File: src/rtl/change_dispenser.sv
// Coin-hopper payout engine: pays an amount greedily, largest coin first,
// one valid/ready handshake per coin, with per-denomination inventory.

module change_dispenser_lane #(
  parameter int CNT_W      = 8,
  parameter int INIT_COUNT = 10
) (
  input  logic             clk,
  input  logic             reset_n,
  input  logic             refill,
  input  logic [CNT_W-1:0] refill_cnt,
  input  logic             take,
  output logic [CNT_W-1:0] count
);
  logic [CNT_W-1:0] count_q, count_d;
  logic [CNT_W:0]   sum;

  // Saturating refill first, then the dispense decrement, floored at zero.
  always_comb begin
    sum     = {1'b0, count_q} + (refill ? {1'b0, refill_cnt} : '0);
    count_d = sum[CNT_W] ? '1 : sum[CNT_W-1:0];
    if (take && count_d != '0) count_d = count_d - 1'b1;
  end

  always_ff @(posedge clk or negedge reset_n)
    if (!reset_n) count_q <= CNT_W'(INIT_COUNT);
    else          count_q <= count_d;

  assign count = count_q;
endmodule

module change_dispenser #(
  parameter int kNumCoins  = 3,
  parameter int COIN_VAL0  = 100,
  parameter int COIN_VAL1  = 500,
  parameter int COIN_VAL2  = 1000,
  parameter int CNT_W      = 8,
  parameter int INIT_COUNT = 10
) (
  input  logic                 clk,
  input  logic                 reset_n,
  input  logic                 i_start,
  input  logic [31:0]          i_amount,
  input  logic                 i_coin_ready,
  input  logic                 i_refill,
  input  logic [kNumCoins-1:0] i_refill_sel,
  input  logic [CNT_W-1:0]     i_refill_cnt,
  output logic                 o_coin_valid,
  output logic [kNumCoins-1:0] o_coin,
  output logic                 o_busy,
  output logic                 o_done,
  output logic                 o_short,
  output logic [31:0]          o_remaining,
  output logic [kNumCoins-1:0] o_empty
);
  typedef enum logic [1:0] {IDLE, SELECT, DISPENSE, DONE} state_e;

  localparam logic [2:0][31:0] VALS = {32'(COIN_VAL2), 32'(COIN_VAL1), 32'(COIN_VAL0)};

  state_e                           state_q, state_d;
  logic [31:0]                      rem_q, rem_d;
  logic [kNumCoins-1:0]             coin_q, coin_d;
  logic [31:0]                      remaining_q, remaining_d;
  logic                             short_q, short_d;
  logic [kNumCoins-1:0][CNT_W-1:0]  count;
  logic [kNumCoins-1:0]             take, pick;
  logic                             found, hs, refill_ok;
  logic [31:0]                      coin_val;

  assign refill_ok = i_refill && (i_refill_sel != '0) &&
                     ((i_refill_sel & (i_refill_sel - 1'b1)) == '0);
  assign hs        = (state_q == DISPENSE) && i_coin_ready;
  assign take      = hs ? coin_q : '0;

  for (genvar g = 0; g < kNumCoins; g++) begin : g_lane
    change_dispenser_lane #(.CNT_W(CNT_W), .INIT_COUNT(INIT_COUNT)) u_lane (
      .clk        (clk),
      .reset_n    (reset_n),
      .refill     (refill_ok && i_refill_sel[g]),
      .refill_cnt (i_refill_cnt),
      .take       (take[g]),
      .count      (count[g])
    );
    assign o_empty[g] = (count[g] == '0);
  end

  // Later (higher) indices override, so the largest payable coin wins.
  always_comb begin
    pick     = '0;
    found    = 1'b0;
    coin_val = '0;
    for (int i = 0; i < kNumCoins; i++) begin
      if (VALS[i] <= rem_q && count[i] != '0) begin
        pick    = '0;
        pick[i] = 1'b1;
        found   = 1'b1;
      end
      if (coin_q[i]) coin_val = VALS[i];
    end
  end

  always_comb begin
    state_d     = state_q;
    rem_d       = rem_q;
    coin_d      = coin_q;
    remaining_d = remaining_q;
    short_d     = short_q;
    case (state_q)
      IDLE: if (i_start) begin
        rem_d   = i_amount;
        short_d = 1'b0;
        state_d = SELECT;
      end
      SELECT: if (found) begin
        coin_d  = pick;
        state_d = DISPENSE;
      end else begin
        remaining_d = rem_q;
        short_d     = (rem_q != '0);
        state_d     = DONE;
      end
      DISPENSE: if (i_coin_ready) begin
        rem_d   = rem_q - coin_val;
        state_d = SELECT;
      end
      default: state_d = IDLE;
    endcase
  end

  always_ff @(posedge clk or negedge reset_n)
    if (!reset_n) begin
      state_q     <= IDLE;
      rem_q       <= '0;
      coin_q      <= '0;
      remaining_q <= '0;
      short_q     <= 1'b0;
    end else begin
      state_q     <= state_d;
      rem_q       <= rem_d;
      coin_q      <= coin_d;
      remaining_q <= remaining_d;
      short_q     <= short_d;
    end

  assign o_coin_valid = (state_q == DISPENSE);
  assign o_coin       = o_coin_valid ? coin_q : '0;
  assign o_busy       = (state_q != IDLE);
  assign o_done       = (state_q == DONE);
  assign o_short      = short_q;
  assign o_remaining  = remaining_q;
endmodule

File: config.mk
export PLATFORM = sky130hd
export DESIGN_NAME = change_dispenser
export DESIGN_NICKNAME = d
export VERILOG_FILES = /design/src/rtl/change_dispenser.sv
export SDC_FILE = /design/constraint.sdc
export NUM_CORES = 1
export LEC_CHECK = 0
export ABC_AREA = 1
export CORE_MARGIN = 5
export CORE_UTILIZATION = 50
export CTS_CLUSTER_SIZE = 20
export DETAILED_ROUTE_END_ITERATION = 16
export PLACE_DENSITY = 0.74
export SLEW_MARGIN = 20
export SYNTH_ARGS = -nofsm -noshare
export SYNTH_HDL_FRONTEND = slang
export SYNTH_SLANG_ARGS = --single-unit
File: constraint.sdc
create_clock -name clk -period 3.9 [get_ports clk]
set_input_delay 0.78 -clock clk [delete_from_list [all_inputs] [get_ports clk]]
set_output_delay 0.78 -clock clk [all_outputs]
set_load 0.005 [all_outputs]
==> flow_summary.ini <==
[timing]
slew_headroom = 0.461
worst_pin_slew_ps = 808
fin_crit_ps = 3500
timing.fmax_ghz = 0.286
setup_viol = 0
report.final.slew_viol_count = 0
rsz0062_at_grt = false
hold_viol = 0
fin_tns_setup_ps = 0
period_share = 0.898
skew_ps = 6.49

[setup_path]
cpPeakStageDelay_ps = 470
startpoint_type = input pin
critPathKind = in -> reg
crit_chain = clkdlybuf4s50_1 -> inv_1 -> nand4_1 -> nor2_1 -> ha_1 -> fa_1 -> nand3_1 -> nand2_1 -> nand2_1 -> nand2_2 -> nor2_1 -> ha_1 -> nand3_1 -> nor2_1 -> nand3_1 -> nand2_2 -> inv_2 -> nand2_1 -> nand2_1
cpMostUsedCell = nand2_1
crit_arrival_ps = 3740
end_kind = register
worstPathRequired_ps = 4140
critPathMaxFanout = 10
slowest_stage = clkdlybuf4s50_1
r2r_slack_ps = 950
rr_worst_depth = 13

[synth]
synth_top_area_cell = dfrtp_1
avgSynthCellArea_um2 = 6.67
ys_seq_elements = 94
synth_cells = 1090
ys_seq_area_frac = 0.324
yosysWarnings = 0
synth.net_count = 1180
synthFlopType = dfrtp_1
synth_top_area_share = 0.303
async_flop_share = 1.00
synth_edf_count = 0
synthTopCellsByArea = dfrtp_1 (30%), nand2_1 (17%), inv_1 (8.0%)
synth.cell_area_um2 = 7280
ys_types = 39

[power_and_ir_drop]
p_sw_uw = 2880
pwr_density_cell_nw_per_um2 = 675
finalPower_uw = 5840
switching_share = 0.493
p_comb_frac = 0.564
p_int_uw = 2960
pwr-share-seq = 0.292
p_leak_uw = 0.00448
clkPwrFrac = 0.144
ir_drop_mv = 0.353

[detailed_routing]
vias = 7054
drc_errors = 0
drt_first_pass_iters = 5
post_drt_wl_per_cell_um = 13.6
ant_nets = 0
finalWirelength_um = 18600
drtIter0Drc = 470
vias_per_cell = 5.15

[clock_network]
cts.repair.resized = 0
holdBufCountCts = 0
cts_buffer_depth = 2
cts.sinks = 94
clock_tree.root_cell = clkbuf_16
numCtsBuffers = 9
clk_pin_slew_ps = 70
clk_latency_ps = 350
cts_tree = done
htree_levels = 3
post_cts_buffers = 0

[final_layout]
fin_cells = 1370
regArea_um2 = 2360
area_delta_synth_final_pct = 18.8
final_util = 0.599
fillers = 1384
multiInputGateArea_um2 = 4220
final_nets = 1271
antenna_cells = 0
drive_gt1_frac = 0.0818

[placed_design]
place_congestion = 0.932
placed_cells = 1354
io_buffer_count = 89
dp_hpwl_um = 14800

[grt]
grt_max_degree = 67
grt.overflow.total = 0
grt_pass1_vias = 6568
grt_use_total = 0.223
antenna_found_initial = 1
grt_pass1_wl_um = 30600

[floorplan]
die_area_um2 = 17100
core_um2 = 14400
num_rows = 44
io_pins = 90
initial_utilization = 0.504
die_x_um = 131
die_h_um = 131

[outcome]
status = finished clean

[worst_hold_path]
worst_hold_path_type = in -> async

[flow_run]
maxCapViolations = 0
metrics by stage:
stage | area (µm²) | worst slack, ps | hold slack [ps]
after detailed placement | 8360 | 27.4 | 472
after global placement | 8360 | 148 | 465
after CTS | 8640 | 401 | 488
after floorplan | 7280 | 676 | 471
final | 8640 | 398 | 460
after global routing | 8640 | 96.1 | 508
layout make-up:
class,instances,share of cell area
sequential,94,0.273
tap,184,0.0266
clock buffer,9,0.0261
inverter,160,0.0695
multi-input combinational,818,0.488
clock inverter,7,0.00651
timing repair buffer,98,0.111
cell families (layout without fill, tap and decap cells):
kind of cell | count (synthesis) | count (layout) | share of synthesized area
adders and majority gates | 42 | 42 | 0.0764
DFF | 94 | 94 | 0.324
and+or+nand+nor | 618 | 618 | 0.370
buffers and inverters | 178 | 274 | 0.0972
xor gates and xnor gates | 20 | 20 | 0.0241
AOI/OAI and AO/OA | 138 | 138 | 0.109
sequential cells by signal, indices dropped and copies added, names as in the netlist:
register and flops:
coin_q 3, state_q 2, o_short 1, rem_q 32, o_remaining 32, g_lane.u_lane.count 24
cells in the mapped netlist (9+ instances only):
master    instances
a21oi_1          21
nand2_1         334
xor2_1           15
nand3_1          76
nor2_1          114
nand2_2          29
nand3b_1          9
nand4_1          22
nor3_1            9
clkbuf_1         12
inv_1           156
o21ai_1          17
dfrtp_1          88
o22ai_1           9
ha_1             38
o21ai_2          13
o21ai_0          63
worst paths after layout:
path	from	end
hold reg to reg	o_remaining[5]	o_remaining[5]
setup / recovery	i_refill_sel[2]	g_lane[0].u_lane.count[5]
min in group clk	o_remaining[5]	o_remaining[5]
max in group asynchronous	reset_n	g_lane[0].u_lane.count[3]
hold / removal	reset_n	o_remaining[18]
setup reg to reg	coin_q[2]	rem_q[18]
per-layer routing:
layer,track usage,part of all wire,vias to the layer above
met5,0,0.00070,-
met4,0.0672,0.021,2
met3,0.0329,0.051,35
met2,0.374,0.47,170
met1,0.299,0.46,3179
li1,-,-,3668
power groups by stage:
stage	registers [µW]	clock network, µW	logic [µW]
final	1700	842	3290
after global routing	1750	892	3770
after CTS	1700	857	3290
after detailed placement	1710	0	3280
after global placement	1710	0	3220
after floorplan	1590	0	2470
cell usage in the layout, fill, tap and decap left out, types with 22 or more instances in the layout:
cell type          n
nand2_1          334
inv_1            156
nor2_1           113
dfrtp_1           88
clkdlybuf4s50_1   88
nand3_1           76
o21ai_0           63
ha_1              38
nand2_2           29
nand4_1           22
critical path, delay by kind of cell:
family | cells | cell delay (ps)
adder cells (fa/ha/maj) | 3 | 810
buffers and inverters | 3 | 600
AND/OR/NAND/NOR | 13 | 1530
(Power assumes the default switching activity.)
